--- src/rtl/vga_timing_gen.sv ---
// VGA raster timing generator: pixel-enable divider, x/y counters, registered sync/RGB
// outputs, frame counter and start-of-vblank interrupt behind a small device-bus register file.
module vga_timing_gen #(
    parameter int   CD        = 12,
    parameter int   DIV       = 2,
    parameter int   HD        = 640,
    parameter int   HF        = 16,
    parameter int   HR        = 96,
    parameter int   HB        = 48,
    parameter int   VD        = 480,
    parameter int   VF        = 10,
    parameter int   VR        = 2,
    parameter int   VB        = 33,
    parameter int   CNT_W     = 11,
    parameter logic HS_ACT    = 1'b0,
    parameter logic VS_ACT    = 1'b0,
    parameter int   AddrWidth = 32,
    parameter int   DataWidth = 32
) (
    input  logic                 clk_i,
    input  logic                 rst_ni,
    input  logic                 device_req_i,
    input  logic [AddrWidth-1:0] device_addr_i,
    input  logic                 device_we_i,
    input  logic [3:0]           device_be_i,
    input  logic [DataWidth-1:0] device_wdata_i,
    output logic                 device_rvalid_o,
    output logic [DataWidth-1:0] device_rdata_o,
    output logic [CNT_W-1:0]     pix_x_o,
    output logic [CNT_W-1:0]     pix_y_o,
    input  logic [CD-1:0]        pix_rgb_i,
    output logic                 hsync_o,
    output logic                 vsync_o,
    output logic [CD-1:0]        rgb_o,
    output logic                 irq_o
);
    localparam int HT    = HD + HF + HR + HB;
    localparam int VT    = VD + VF + VR + VB;
    localparam int DIV_W = (DIV > 1) ? $clog2(DIV) : 1;

    localparam logic [DIV_W-1:0] DIV_LAST = DIV_W'(DIV - 1);
    localparam logic [CNT_W-1:0] X_LAST   = CNT_W'(HT - 1);
    localparam logic [CNT_W-1:0] Y_LAST   = CNT_W'(VT - 1);
    localparam logic [CNT_W-1:0] X_VIS    = CNT_W'(HD);
    localparam logic [CNT_W-1:0] Y_VIS    = CNT_W'(VD);
    localparam logic [CNT_W-1:0] Y_VLAST  = CNT_W'(VD - 1);
    localparam logic [CNT_W-1:0] HS_START = CNT_W'(HD + HF);
    localparam logic [CNT_W-1:0] HS_END   = CNT_W'(HD + HF + HR);
    localparam logic [CNT_W-1:0] VS_START = CNT_W'(VD + VF);
    localparam logic [CNT_W-1:0] VS_END   = CNT_W'(VD + VF + VR);

    logic [2:0]           r_ctrl;
    logic [CD-1:0]        r_fill;
    logic [31:0]          r_frame;
    logic                 r_irq_pend;
    logic [DIV_W-1:0]     r_div;
    logic [CNT_W-1:0]     r_x;
    logic [CNT_W-1:0]     r_y;
    logic                 r_hsync;
    logic                 r_vsync;
    logic [CD-1:0]        r_rgb;
    logic                 r_rvalid;
    logic [DataWidth-1:0] r_rdata;

    logic                 w_en;
    logic                 w_tick;
    logic                 w_x_wrap;
    logic                 w_y_wrap;
    logic                 w_hs_act;
    logic                 w_vs_act;
    logic                 w_video_on;
    logic                 w_vblank;
    logic                 w_irq_set;
    logic [2:0]           w_sel;
    logic                 w_wr;
    logic                 w_w1c;
    logic [DataWidth-1:0] w_wmask;
    logic [2:0]           w_ctrl_new;
    logic [CD-1:0]        w_fill_new;
    logic [DataWidth-1:0] w_rdata;
    logic                 w_unused;

    assign w_en       = r_ctrl[0];
    assign w_tick     = w_en && (r_div == DIV_LAST);
    assign w_x_wrap   = (r_x == X_LAST);
    assign w_y_wrap   = (r_y == Y_LAST);
    assign w_hs_act   = (r_x >= HS_START) && (r_x < HS_END);
    assign w_vs_act   = (r_y >= VS_START) && (r_y < VS_END);
    assign w_video_on = (r_x < X_VIS) && (r_y < Y_VIS);
    assign w_vblank   = (r_y >= Y_VIS);
    // The tick that wraps x on the last visible line is the one that enters vblank.
    assign w_irq_set  = w_tick && w_x_wrap && (r_y == Y_VLAST);

    assign w_sel      = device_addr_i[4:2];
    assign w_wr       = device_req_i && device_we_i;
    assign w_w1c      = w_wr && (w_sel == 3'd1) && device_be_i[0] && device_wdata_i[1];
    assign w_ctrl_new = (r_ctrl & ~w_wmask[2:0]) | (device_wdata_i[2:0] & w_wmask[2:0]);
    assign w_fill_new = (r_fill & ~w_wmask[CD-1:0]) | (device_wdata_i[CD-1:0] & w_wmask[CD-1:0]);
    assign w_unused   = ^{device_addr_i[AddrWidth-1:5], device_addr_i[1:0], device_wdata_i, w_wmask};

    always_comb begin
        w_wmask = '0;
        for (int i = 0; i < 4; i++) begin
            w_wmask[8*i +: 8] = {8{device_be_i[i]}};
        end
    end

    always_comb begin
        w_rdata = '0;
        case (w_sel)
            3'd0: w_rdata[2:0] = r_ctrl;
            3'd1: w_rdata[1:0] = {r_irq_pend, w_vblank};
            3'd2: begin
                w_rdata[16 +: CNT_W] = r_y;
                w_rdata[CNT_W-1:0]   = r_x;
            end
            3'd3: w_rdata[31:0] = r_frame;
            3'd4: w_rdata[CD-1:0] = r_fill;
            default: w_rdata = '0;
        endcase
    end

    always_ff @(posedge clk_i or negedge rst_ni) begin
        if (!rst_ni) begin
            r_ctrl <= '0;
            r_fill <= '0;
        end else begin
            if (w_wr && (w_sel == 3'd0)) r_ctrl <= w_ctrl_new;
            if (w_wr && (w_sel == 3'd4)) r_fill <= w_fill_new;
        end
    end

    // A set on the vblank-entry tick wins over a write-one-to-clear in the same cycle.
    always_ff @(posedge clk_i or negedge rst_ni) begin
        if (!rst_ni) begin
            r_irq_pend <= 1'b0;
            r_frame    <= '0;
        end else begin
            if (w_irq_set)  r_irq_pend <= 1'b1;
            else if (w_w1c) r_irq_pend <= 1'b0;
            if (w_tick && w_x_wrap && w_y_wrap) r_frame <= r_frame + 32'd1;
        end
    end

    always_ff @(posedge clk_i or negedge rst_ni) begin
        if (!rst_ni) begin
            r_div <= '0;
            r_x   <= '0;
            r_y   <= '0;
        end else if (!w_en) begin
            r_div <= '0;
            r_x   <= '0;
            r_y   <= '0;
        end else begin
            r_div <= w_tick ? '0 : r_div + DIV_W'(1);
            if (w_tick) begin
                if (w_x_wrap) begin
                    r_x <= '0;
                    r_y <= w_y_wrap ? '0 : r_y + CNT_W'(1);
                end else begin
                    r_x <= r_x + CNT_W'(1);
                end
            end
        end
    end

    // Outputs lag the counters by one clock; a disabled generator drives idle levels.
    always_ff @(posedge clk_i or negedge rst_ni) begin
        if (!rst_ni) begin
            r_hsync <= ~HS_ACT;
            r_vsync <= ~VS_ACT;
            r_rgb   <= '0;
        end else if (!w_en) begin
            r_hsync <= ~HS_ACT;
            r_vsync <= ~VS_ACT;
            r_rgb   <= '0;
        end else begin
            r_hsync <= w_hs_act ? HS_ACT : ~HS_ACT;
            r_vsync <= w_vs_act ? VS_ACT : ~VS_ACT;
            r_rgb   <= w_video_on ? (r_ctrl[2] ? r_fill : pix_rgb_i) : '0;
        end
    end

    always_ff @(posedge clk_i or negedge rst_ni) begin
        if (!rst_ni) begin
            r_rvalid <= 1'b0;
            r_rdata  <= '0;
        end else begin
            r_rvalid <= device_req_i;
            r_rdata  <= (device_req_i && !device_we_i) ? w_rdata : '0;
        end
    end

    assign device_rvalid_o = r_rvalid;
    assign device_rdata_o  = r_rdata;
    assign pix_x_o         = r_x;
    assign pix_y_o         = r_y;
    assign hsync_o         = r_hsync;
    assign vsync_o         = r_vsync;
    assign rgb_o           = r_rgb;
    assign irq_o           = r_irq_pend & r_ctrl[1];
endmodule

--- config.mk ---
export PLATFORM = sky130hd
export DESIGN_NAME = vga_timing_gen
export DESIGN_NICKNAME = d
export VERILOG_FILES = /design/src/rtl/vga_timing_gen.sv
export SDC_FILE = /design/constraint.sdc
export NUM_CORES = 1
export LEC_CHECK = 0
export ABC_CLOCK_PERIOD_IN_PS = 5500
export CELL_PAD_IN_SITES_DETAIL_PLACEMENT = 1
export CELL_PAD_IN_SITES_GLOBAL_PLACEMENT = 1
export CORE_MARGIN = 1.5
export CORE_UTILIZATION = 35
export CTS_CLUSTER_DIAMETER = 100
export DETAILED_ROUTE_END_ITERATION = 12
export DONT_BUFFER_PORTS = 1
export HOLD_SLACK_MARGIN = 0.05
export PLACE_DENSITY = 0.62
export SLEW_MARGIN = 20
export SYNTH_ARGS = -nofsm -noshare
export SYNTH_HDL_FRONTEND = slang
export SYNTH_SLANG_ARGS = --single-unit
export TNS_END_PERCENT = 20
--- constraint.sdc ---
create_clock -name clk_i -period 5.5 [get_ports clk_i]
set_input_delay 0.55 -clock clk_i [delete_from_list [all_inputs] [get_ports clk_i]]
set_output_delay 0.55 -clock clk_i [all_outputs]
set_load 0.005 [all_outputs]
# Word level (Yosys, flattened, before mapping)
# Cells that the tools add are included.
dict set report classes {
  add_sub_neg 4
  order_cmp 7
  n_eq_ne 9
  muxes 26
  n_bitwise 9
  reduce_logical 18
}
# cell count
set op_table {}
lappend op_table {{2-to-1 mux 11 bit} 7}
lappend op_table {{2-to-1 mux 12 bit} 3}
lappend op_table {{adder 32 x 1 -> 32 bit (second input constant)} 1}
lappend op_table {{2-to-1 mux 32 bit} 1}
lappend op_table {{bitwise AND 12 bit} 2}
lappend op_table {{one-hot mux 8 bit (3 select lines)} 1}
lappend op_table {{adder 11 x 1 -> 11 bit (second input constant)} 2}
lappend op_table {{equality test 11 x 10 -> 1 bit (second input constant)} 2}
lappend op_table {{>= comparator 11 x 9 -> 1 bit (second input constant)} 2}
lappend op_table {{< comparator 11 x 10 -> 1 bit (second input constant)} 2}
lappend op_table {{< comparator 11 x 9 -> 1 bit (second input constant)} 2}
lappend op_table {{one-hot mux 11 bit (2 select lines)} 1}
lappend op_table {{logical AND 1 bit} 14}
lappend op_table {{NOT 12 bit} 1}
lappend op_table {{OR 12 bit} 1}
lappend op_table {{equality test 11 x 9 -> 1 bit (second input constant)} 1}
lappend op_table {{>= comparator 11 x 10 -> 1 bit (second input constant)} 1}
lappend op_table {{one-hot mux 2 bit (5 select lines)} 1}
lappend op_table {{2-to-1 mux 1 bit} 8}
lappend op_table {{bitwise AND 3 bit} 2}
lappend op_table {{equality test 3 x 2 -> 1 bit (second input constant)} 2}
lappend op_table {{2-to-1 mux 5 bit} 1}
lappend op_table {{2-to-1 mux 4 bit} 1}
lappend op_table {{inequality test 2 x 1 -> 1 bit (second input constant)} 2}
lappend op_table {{12 further kinds} 12}
dict set report word_totals {
  reg_bits 118
  in_bits 84
  word_cells 85
}

# Longest topological paths before layout
# Gate-level depths: netlist of the first run.
dict set report logic_depth {
  depth_word 6
  mapped_depth 8
}

# Worst setup path after synthesis of the first run
# No wires, ideal clock.
dict set report synth_path {
  kind {register to register}
  start {reg r_x[0], in the netlist pix_x_o[0]}
  end {reg r_frame[25]}
  setup_time_ns 0.079
  arrival_time_ns 1.878
  required_time_ns 5.421
  path_slack_ns 3.543
  path_stages_with_launch 8
  n_path_buf 1
  synth_period_minus_slack_ns 1.957
  cell_sequence {dfrtp_1 ha_1 nand4_2 nor2_1 nand4_4 buf_6 nor4_1 xor2_1}
}
dict set report synth_via {
  elab_chain_len 3
}
# element line_no
set synth_rtl {}
lappend synth_rtl {{start, declared} 57} ;# logic [CNT_W-1:0] r_x;
lappend synth_rtl {{start signal, assigned} 161} ;# r_x <= r_x + CNT_W'(1);
lappend synth_rtl {{equality test 11 x 10 -> 1 bit} 85} ;# assign w_x_wrap = (r_x == X_LAST);
lappend synth_rtl {{logical AND 1 bit (2 in a row)} 141} ;# if (w_tick && w_x_wrap && w_y_wrap) r_frame <= r_frame + 32'd1;
lappend synth_rtl {{end signal, assigned} 141}
lappend synth_rtl {{end, declared} 54} ;# logic [31:0] r_frame;
# No other way between the ends.
# A chain may end at the register's enable or synchronous reset.

# Worst setup path after layout of the first run
dict set report layout_path {
  start {reg r_y[5], in the netlist pix_y_o[5]}
  end {reg r_frame[24]}
}
dict set report layout_via {
  elab_chain_len 2
}
# element line_no
set layout_rtl {}
lappend layout_rtl {{start, declared} 58} ;# logic [CNT_W-1:0] r_y;
lappend layout_rtl {{start signal, assigned} 159} ;# r_y <= w_y_wrap ? '0 : r_y + CNT_W'(1);
lappend layout_rtl {{equality test 11 x 10 -> 1 bit} 86} ;# assign w_y_wrap = (r_y == Y_LAST);
lappend layout_rtl {{logical AND 1 bit} 141}
# No other way between the ends.

==> metrics, run 1 <==
outcome finished clean; Sinks on Clock Net approximately 120; post-synthesis xor/xnor area fraction under 10%; Clock Tree Root clkbuf_16; Synth Area in Adders approximately 1.3%; Syn Inst Count 524; worst skew pair latency around 0.42 ns; Core ar. 15800 µm²; CP max FO 12; antenna cells 0; Fill cells ~1700; Setup violations, final 0; Final ANT Viol Nets 0; r2r setup slk 3.00 ns; share of layout cells above drive strength 1 12.7%; CTS tree done; Die ar. 16900 µm²; Layout area overhead 13.4%; CTS resizes 0; H-Tree Depth 4; Worst path max stage delay 0.59 ns; startpoint types flop; Wirelength per Cell between 20 and 25 µm; die height 130 µm; multi-input combinational cell area between 2000 and 3000 µm²; Final Hold Fails 0; detailed-route DRC error count 0; DP HPWL roughly 11 mm; CP Launch Point pix_y_o[5]; Post-CTS Setup Bufs 0; syn_nets between 600 and 700; Synth Area in Simple Gates between 20% and 30%; P_sw a little under 500 µW; largest net degree at the start of global routing between 100 and 150; CP top delay family simple AND/OR/NAND/NOR gates; Post-synth EDFFs 0; synth warn 0; kind of critical path flop to flop; main combinational cell family by area after synthesis simple AND/OR/NAND/NOR gates; Pre-antenna DRT Iters 4; RSZ-0062 raised after global routing false; Finished Layout Cells 744; leakage power approximately 0.0028 µW; Slew @ Worst Pin approximately 0.86 ns; Post-synth top flop dfrtp_1; initial antenna violation count 0; VDD IR-drop max roughly 210 µV; Via density 5.33; final worst slack 3.00 ns; crit path capture type flop; fin crit period 2.50 ns; Critical R2R Launch pix_y_o[5]; PortBufs 0; number of I/O pins 154; Cells after DPL ~700; P_int roughly 1700 µW; ys async rst share 100%; mean post-synth cell area approximately 11 µm²; Synth area leaders dfrtp_1 51%, mux2i_1 4.8%, xor2_1 4.5%; fmax approximately 400 MHz; crit-path cells or4_4 -> nor4_2 -> nand4bb_1 -> nor3_2 -> xor2_1; Switching Share roughly 23%; sequential share of the synthesized area between 50% and 60%; CTS buffer count 17; r2r worst-path depth 5; hold crit path type input pin to async pin; # hold bufs at CTS 1; Reg power frac 44.0%; CP arrival between 2 and 3 ns; Die Wd around 130 µm; Cell Rows 46; area share of the largest cell type after synthesis between 50% and 60%; TNS Setup 0 ns; Setup Skew approximately 0.008 ns; mux cell area share after synthesis 8.19%; Setup WS pre-CTS 2.99 ns; Clk pwr share 49.8%; Seq cells post-synth 118; Final Cycle Share a little under half; final wirelength 15.2 mm; total track usage between 15 and 20%; Slew Limit Fails 0; first-pass GRT wire length between 20 and 25 mm; Final Net Count between 600 and 700; Comb power frac 6.2%; Critical Path RT ~6 ns; clock buffer depth 2; Iteration-0 DRC Markers about 210; largest area contributor in the netlist dfrtp_1; maxcap violations 0; Worst slew margin a little over two fifths; Synth Area in Compound Gates under 10%; vias in the first global route between 4000 and 5000; Worst Path Buf+Inv 0; Initial Utilization between 30% and 40%; FF/Latch Area roughly 3000 µm²; pwr dens 339 nW/µm²; gpl congestion about 0.78; Worst path slowest cell or4_4; Synth Cell Area 5640 µm²; vias after detailed routing a little under 4000; R2R Path End r_frame[24]; GRT overflow 0; clk slew on worst S/H paths around 0.050 ns; post-synth cell types 53
## routing by layer
metal	GRT usage [%]	vias up	part of all wire [%]
met2	31.3	88	50
met1	24.8	2007	43
li1	-	1848	-
met4	8.82	0	2.1
met5	0	-	0
met3	4.84	25	4.8
## worst max-delay path by stage
stage / to / slack (ns) / cells after the start
after floorplan: r_frame[25] / 3.54 / 7
after CTS: r_frame[24] / 2.94 / 5
after detailed placement: r_frame[28] / 2.99 / 5
after global placement: r_frame[26] / 3.01 / 5
after global routing: pix_y_o[8] / 2.84 / 5
final: r_frame[24] / 3.00 / 5
## cell usage in the layout, fill, tap and decap left out, drive strengths merged, types with 4 or more instances in the layout
| cell | n |
|---|---|
| and4 | 8 |
| nor4 | 10 |
| clkbuf | 24 |
| and3 | 16 |
| inv | 11 |
| nand3 | 26 |
| mux2i | 27 |
| nor2 | 68 |
| a21oi | 13 |
| ha | 6 |
| xor2 | 29 |
| and2 | 4 |
| nor3 | 17 |
| o21ai | 20 |
| a22oi | 9 |
| dfrtp | 116 |
| xnor2 | 9 |
| nand4 | 19 |
| nor2b | 6 |
| nand2b | 5 |
| nand2 | 32 |
| mux2 | 15 |
## synth_stat cells (all sizes together), types with 5 or more instances
cell,number
a21oi,13
a22oi,9
and3,16
and4,8
buf,8
clkbuf,18
dfrtp,116
ha,6
inv,11
mux2,15
mux2i,27
nand2,32
nand2b,5
nand3,26
nand4,19
nor2,68
nor2b,6
nor3,17
nor4,10
o21ai,20
xnor2,9
xor2,29
## layout make-up
type	instances	area share, %
flip-flops and latches	118	46.2
multi-input cells	369	39.4
clock buffers	24	7.85
well taps	216	4.23
clock inverters	4	1.10
inverters	11	0.646
repair buffers	2	0.548
## cells by family after synthesis
| group | Yosys count |
|---|---|
| fa+ha+maj | 6 |
| compound gates | 58 |
| simple gates | 224 |
| buf+inv | 37 |
| xor+xnor | 38 |
| flops | 118 |
| mux | 43 |
## stage by stage
step / hold slack [ns] / utilization, % / power [µW] / instance area (µm²)
detailed placement: 0.256 / 36.6 / 1080 / 5790
finish: 0.0992 / 40.4 / 2170 / 6390
CTS: 0.128 / 40.4 / 2190 / 6390
floorplan: 0.254 / - / 1050 / 5640
global placement: 0.257 / 36.6 / 1080 / 5790
global route: 0.144 / 40.4 / 2250 / 6390
## power groups by stage
stage               logic (µW)  clock network [µW]  registers [µW]
detailed placement         117                   0             968
finish                     135                1080             954
global route               152                1140             959
floorplan                  108                   0             943
global placement           112                   0             966
CTS                        138                1100             954
(Power assumes the default switching activity.)
==> run 2, diff against run 1 <==
--- a/config.mk
+++ b/config.mk
@@ -5,7 +5,8 @@
 export SDC_FILE = /design/constraint.sdc
 export NUM_CORES = 1
 export LEC_CHECK = 0
-export ABC_CLOCK_PERIOD_IN_PS = 5500
+export ABC_AREA = 1
+export ABC_CLOCK_PERIOD_IN_PS = 2370
 export CELL_PAD_IN_SITES_DETAIL_PLACEMENT = 1
 export CELL_PAD_IN_SITES_GLOBAL_PLACEMENT = 1
 export CORE_MARGIN = 1.5
@@ -14,7 +15,7 @@
 export DETAILED_ROUTE_END_ITERATION = 12
 export DONT_BUFFER_PORTS = 1
 export HOLD_SLACK_MARGIN = 0.05
-export PLACE_DENSITY = 0.62
+export PLACE_DENSITY = 0.66
 export SLEW_MARGIN = 20
 export SYNTH_ARGS = -nofsm -noshare
 export SYNTH_HDL_FRONTEND = slang
==> constraint.sdc (replaced) <==
create_clock -name clk_i -period 2.37 [get_ports clk_i]
set_input_delay 0.237 -clock clk_i [delete_from_list [all_inputs] [get_ports clk_i]]
set_output_delay 0.237 -clock clk_i [all_outputs]
set_load 0.005 [all_outputs]
==> run 2 against run 1 <==
The run now ends with hold timing left. Final area up 14%. Clock power up 130%. Clock skew up 0.0024 ns. Via count up 41%. Fmax up 25%. Worst hold slack worse by 0.58 ns.
==> metrics, run 2 <==
DP HPWL 14.4 mm; Syn Inst Count roughly 800; fmax ~500 MHz; Via density 5.13; Worst slew margin approximately 62%; commonest non-fill, non-tap cell in the layout nand2_1; Synth Cell Area around 6300 µm²; Post-synth top flop dfrtp_1; Die ar. between 15000 and 20000 µm²; vias after detailed routing 5603; Synth area leaders dfrtp_1 46%, nand2_1 17%, nor2_1 6.5%; Synth Area in Adders 1.20%; Setup WS pre-CTS about 0.39 ns; pwr dens 734 nW/µm²; post-synthesis xor/xnor area fraction 2.64%; FF/Latch Area ~3000 µm²; share of layout cells above drive strength 1 around a tenth; Critical Path RT roughly 2.7 ns; ys async rst share 100%; gpl congestion around 0.9; Setup Skew 0.0103 ns; main combinational cell family by area after synthesis simple AND/OR/NAND/NOR gates; Layout area overhead 16.7%; Core ar. 17400 µm²; Synth Area in Simple Gates between 30% and 40%; Sinks on Clock Net between 100 and 150; Cell Rows 48; mean post-synth cell area 7.63 µm²; GRT overflow 0; first-pass GRT wire length ~33 mm; CP max FO 24; commonest cells after routing, fill and taps aside 280 x nand2_1, 116 x dfrtp_1, 108 x nor2_1, 69 x inv_1, 46 x nand3_1; Setup violations, final 0; Synth Area in Compound Gates 8.67%; final wirelength ~20 mm; startpoint types flop; Slew @ Worst Pin between 0.5 and 0.6 ns; Fill cells between 2000 and 2500; CTS resizes 0; final worst slack around 0.37 ns; most frequent cells after synthesis 280 x nand2_1, 116 x dfrtp_1, 108 x nor2_1, 69 x inv_1, 46 x nand3_1; area share of the largest cell type after synthesis around 46%; CP arrival 2.30 ns; multi-input combinational cell area between 2000 and 3000 µm²; outcome finished with violations; Final Cycle Share between 80% and 90%; violated checks hold timing; sequential share of the synthesized area between 40 and 50%; final hold slack -0.482 ns; leakage power roughly 0.0032 µW; total track usage a little under a quarter; vias in the first global route 6158; worst skew pair latency around 0.42 ns; Pre-antenna DRT Iters 5; Final Net Count 944; post-synth cell types 38; Seq cells post-synth ~120; maxcap violations 0; Die Wd 137 µm; Iteration-0 DRC Markers 304; Initial Utilization 36.0%; RSZ-0062 raised after global routing false; Clock Tree Root clkbuf_16; clk slew on worst S/H paths 0.06 ns; fin crit period about 2 ns; Final Hold Fails 118; TNS Setup 0 ns; clock buffer depth 2; hold crit path type input pin to async pin; H-Tree Depth 4; Post-synth EDFFs 0; syn_nets slightly above 900; detailed-route DRC error count 0; kind of critical path flop to flop; power after layout between 5000 and 6000 µW; CTS buffer count 17; Wirelength per Cell ~18 µm; initial antenna violation count 0; mux cell area share after synthesis 0%; synth warn 0; count leader, synth nand2_1; Final ANT Viol Nets 0; Slew Limit Fails 0; # hold bufs at CTS 25; crit path capture type flop; PortBufs 0; antenna cells 0; CTS tree done; VDD IR-drop max slightly below 500 µV; largest net degree at the start of global routing ~120; largest area contributor in the netlist dfrtp_1; die height between 100 and 150 µm; number of I/O pins ~150
run 2: worst paths after layout:
kind	start	end	slack, ns	cells past startpoint
min in group clk_i	pix_rgb_i[5]	rgb_o[5]	0.07	2
hold / removal	rst_ni	r_frame[13]	-0.48	0
max in group asynchronous	rst_ni	vsync_o	2.61	0
hold reg to reg	r_frame[31]	r_frame[31]	0.54	2
setup reg to reg	pix_x_o[1]	r_frame[27]	0.37	8
setup / recovery	pix_x_o[1]	r_frame[27]	0.37	8
run 2: through the flow:
step | hold slack (ns) | instances | util [%] | cell area (µm²)
3_5_place_dp | -0.0522 | 1035 | 37.2 | 6480
3_3_place_gp | -0.0544 | 1035 | 37.2 | 6480
4_1_cts | -0.504 | 1092 | 42.0 | 7310
6_report | -0.482 | 1092 | 42.0 | 7310
5_1_grt | -0.509 | 1092 | 42.0 | 7310
2_1_floorplan | -0.0586 | 821 | - | 6260
run 2: kinds of logic (layout without fill, tap and decap cells):
| family | after synthesis | after routing |
|---|---|---|
| adders and majority gates | 6 | 6 |
| xor gates and xnor gates | 18 | 18 |
| buffers and inverters | 102 | 148 |
| AOI/OAI and AO/OA | 87 | 87 |
| and+or+nand+nor | 490 | 490 |
| DFF | 118 | 118 |
run 2: final cells by class:
type,instances,share of cell area [%]
flip-flops and latches,118,40.4
clock inverters,8,1.37
multi-input cells,601,39.2
repair buffers,35,4.45
clock buffers,24,6.46
well taps,225,3.85
inverters,81,4.18
run 2: routing by layer:
metal,up-vias,share of wire [%],track usage [%],wire (µm)
met5,-,0,0,0
met4,0,2.3,7.80,448
met3,33,3.6,4.44,715
met2,112,50,40.0,9940
met1,2778,44,28.7,8720
li1,2680,-,-,-
run 2: critical path: stages, from the launching register on:
cell and delay (ns):
dfrtp_1 0.46, ha_1 0.27, inv_1 0.09, nor2_2 0.18, nand3_1 0.11, nor2_2 0.13
nand2_2 0.35, nand2_1 0.18, nand2_1 0.09
run 2: repair_timing:
action	in CTS	in global routing
buffers inserted	0	0
setup endpoints to repair	0	0
endpoints found under the hold margin	144	118
run 2: power breakdown:
| part | internal, µW | total [µW] | leakage, µW | switching, µW |
|---|---|---|---|---|
| Combinational | 179 | 541 | 0.00133 | 362 |
| Sequential | 2170 | 2290 | 0.00157 | 119 |
| Clock | 1600 | 2530 | 0.000278 | 930 |
| Total | 3950 | 5360 | 0.00318 | 1410 |
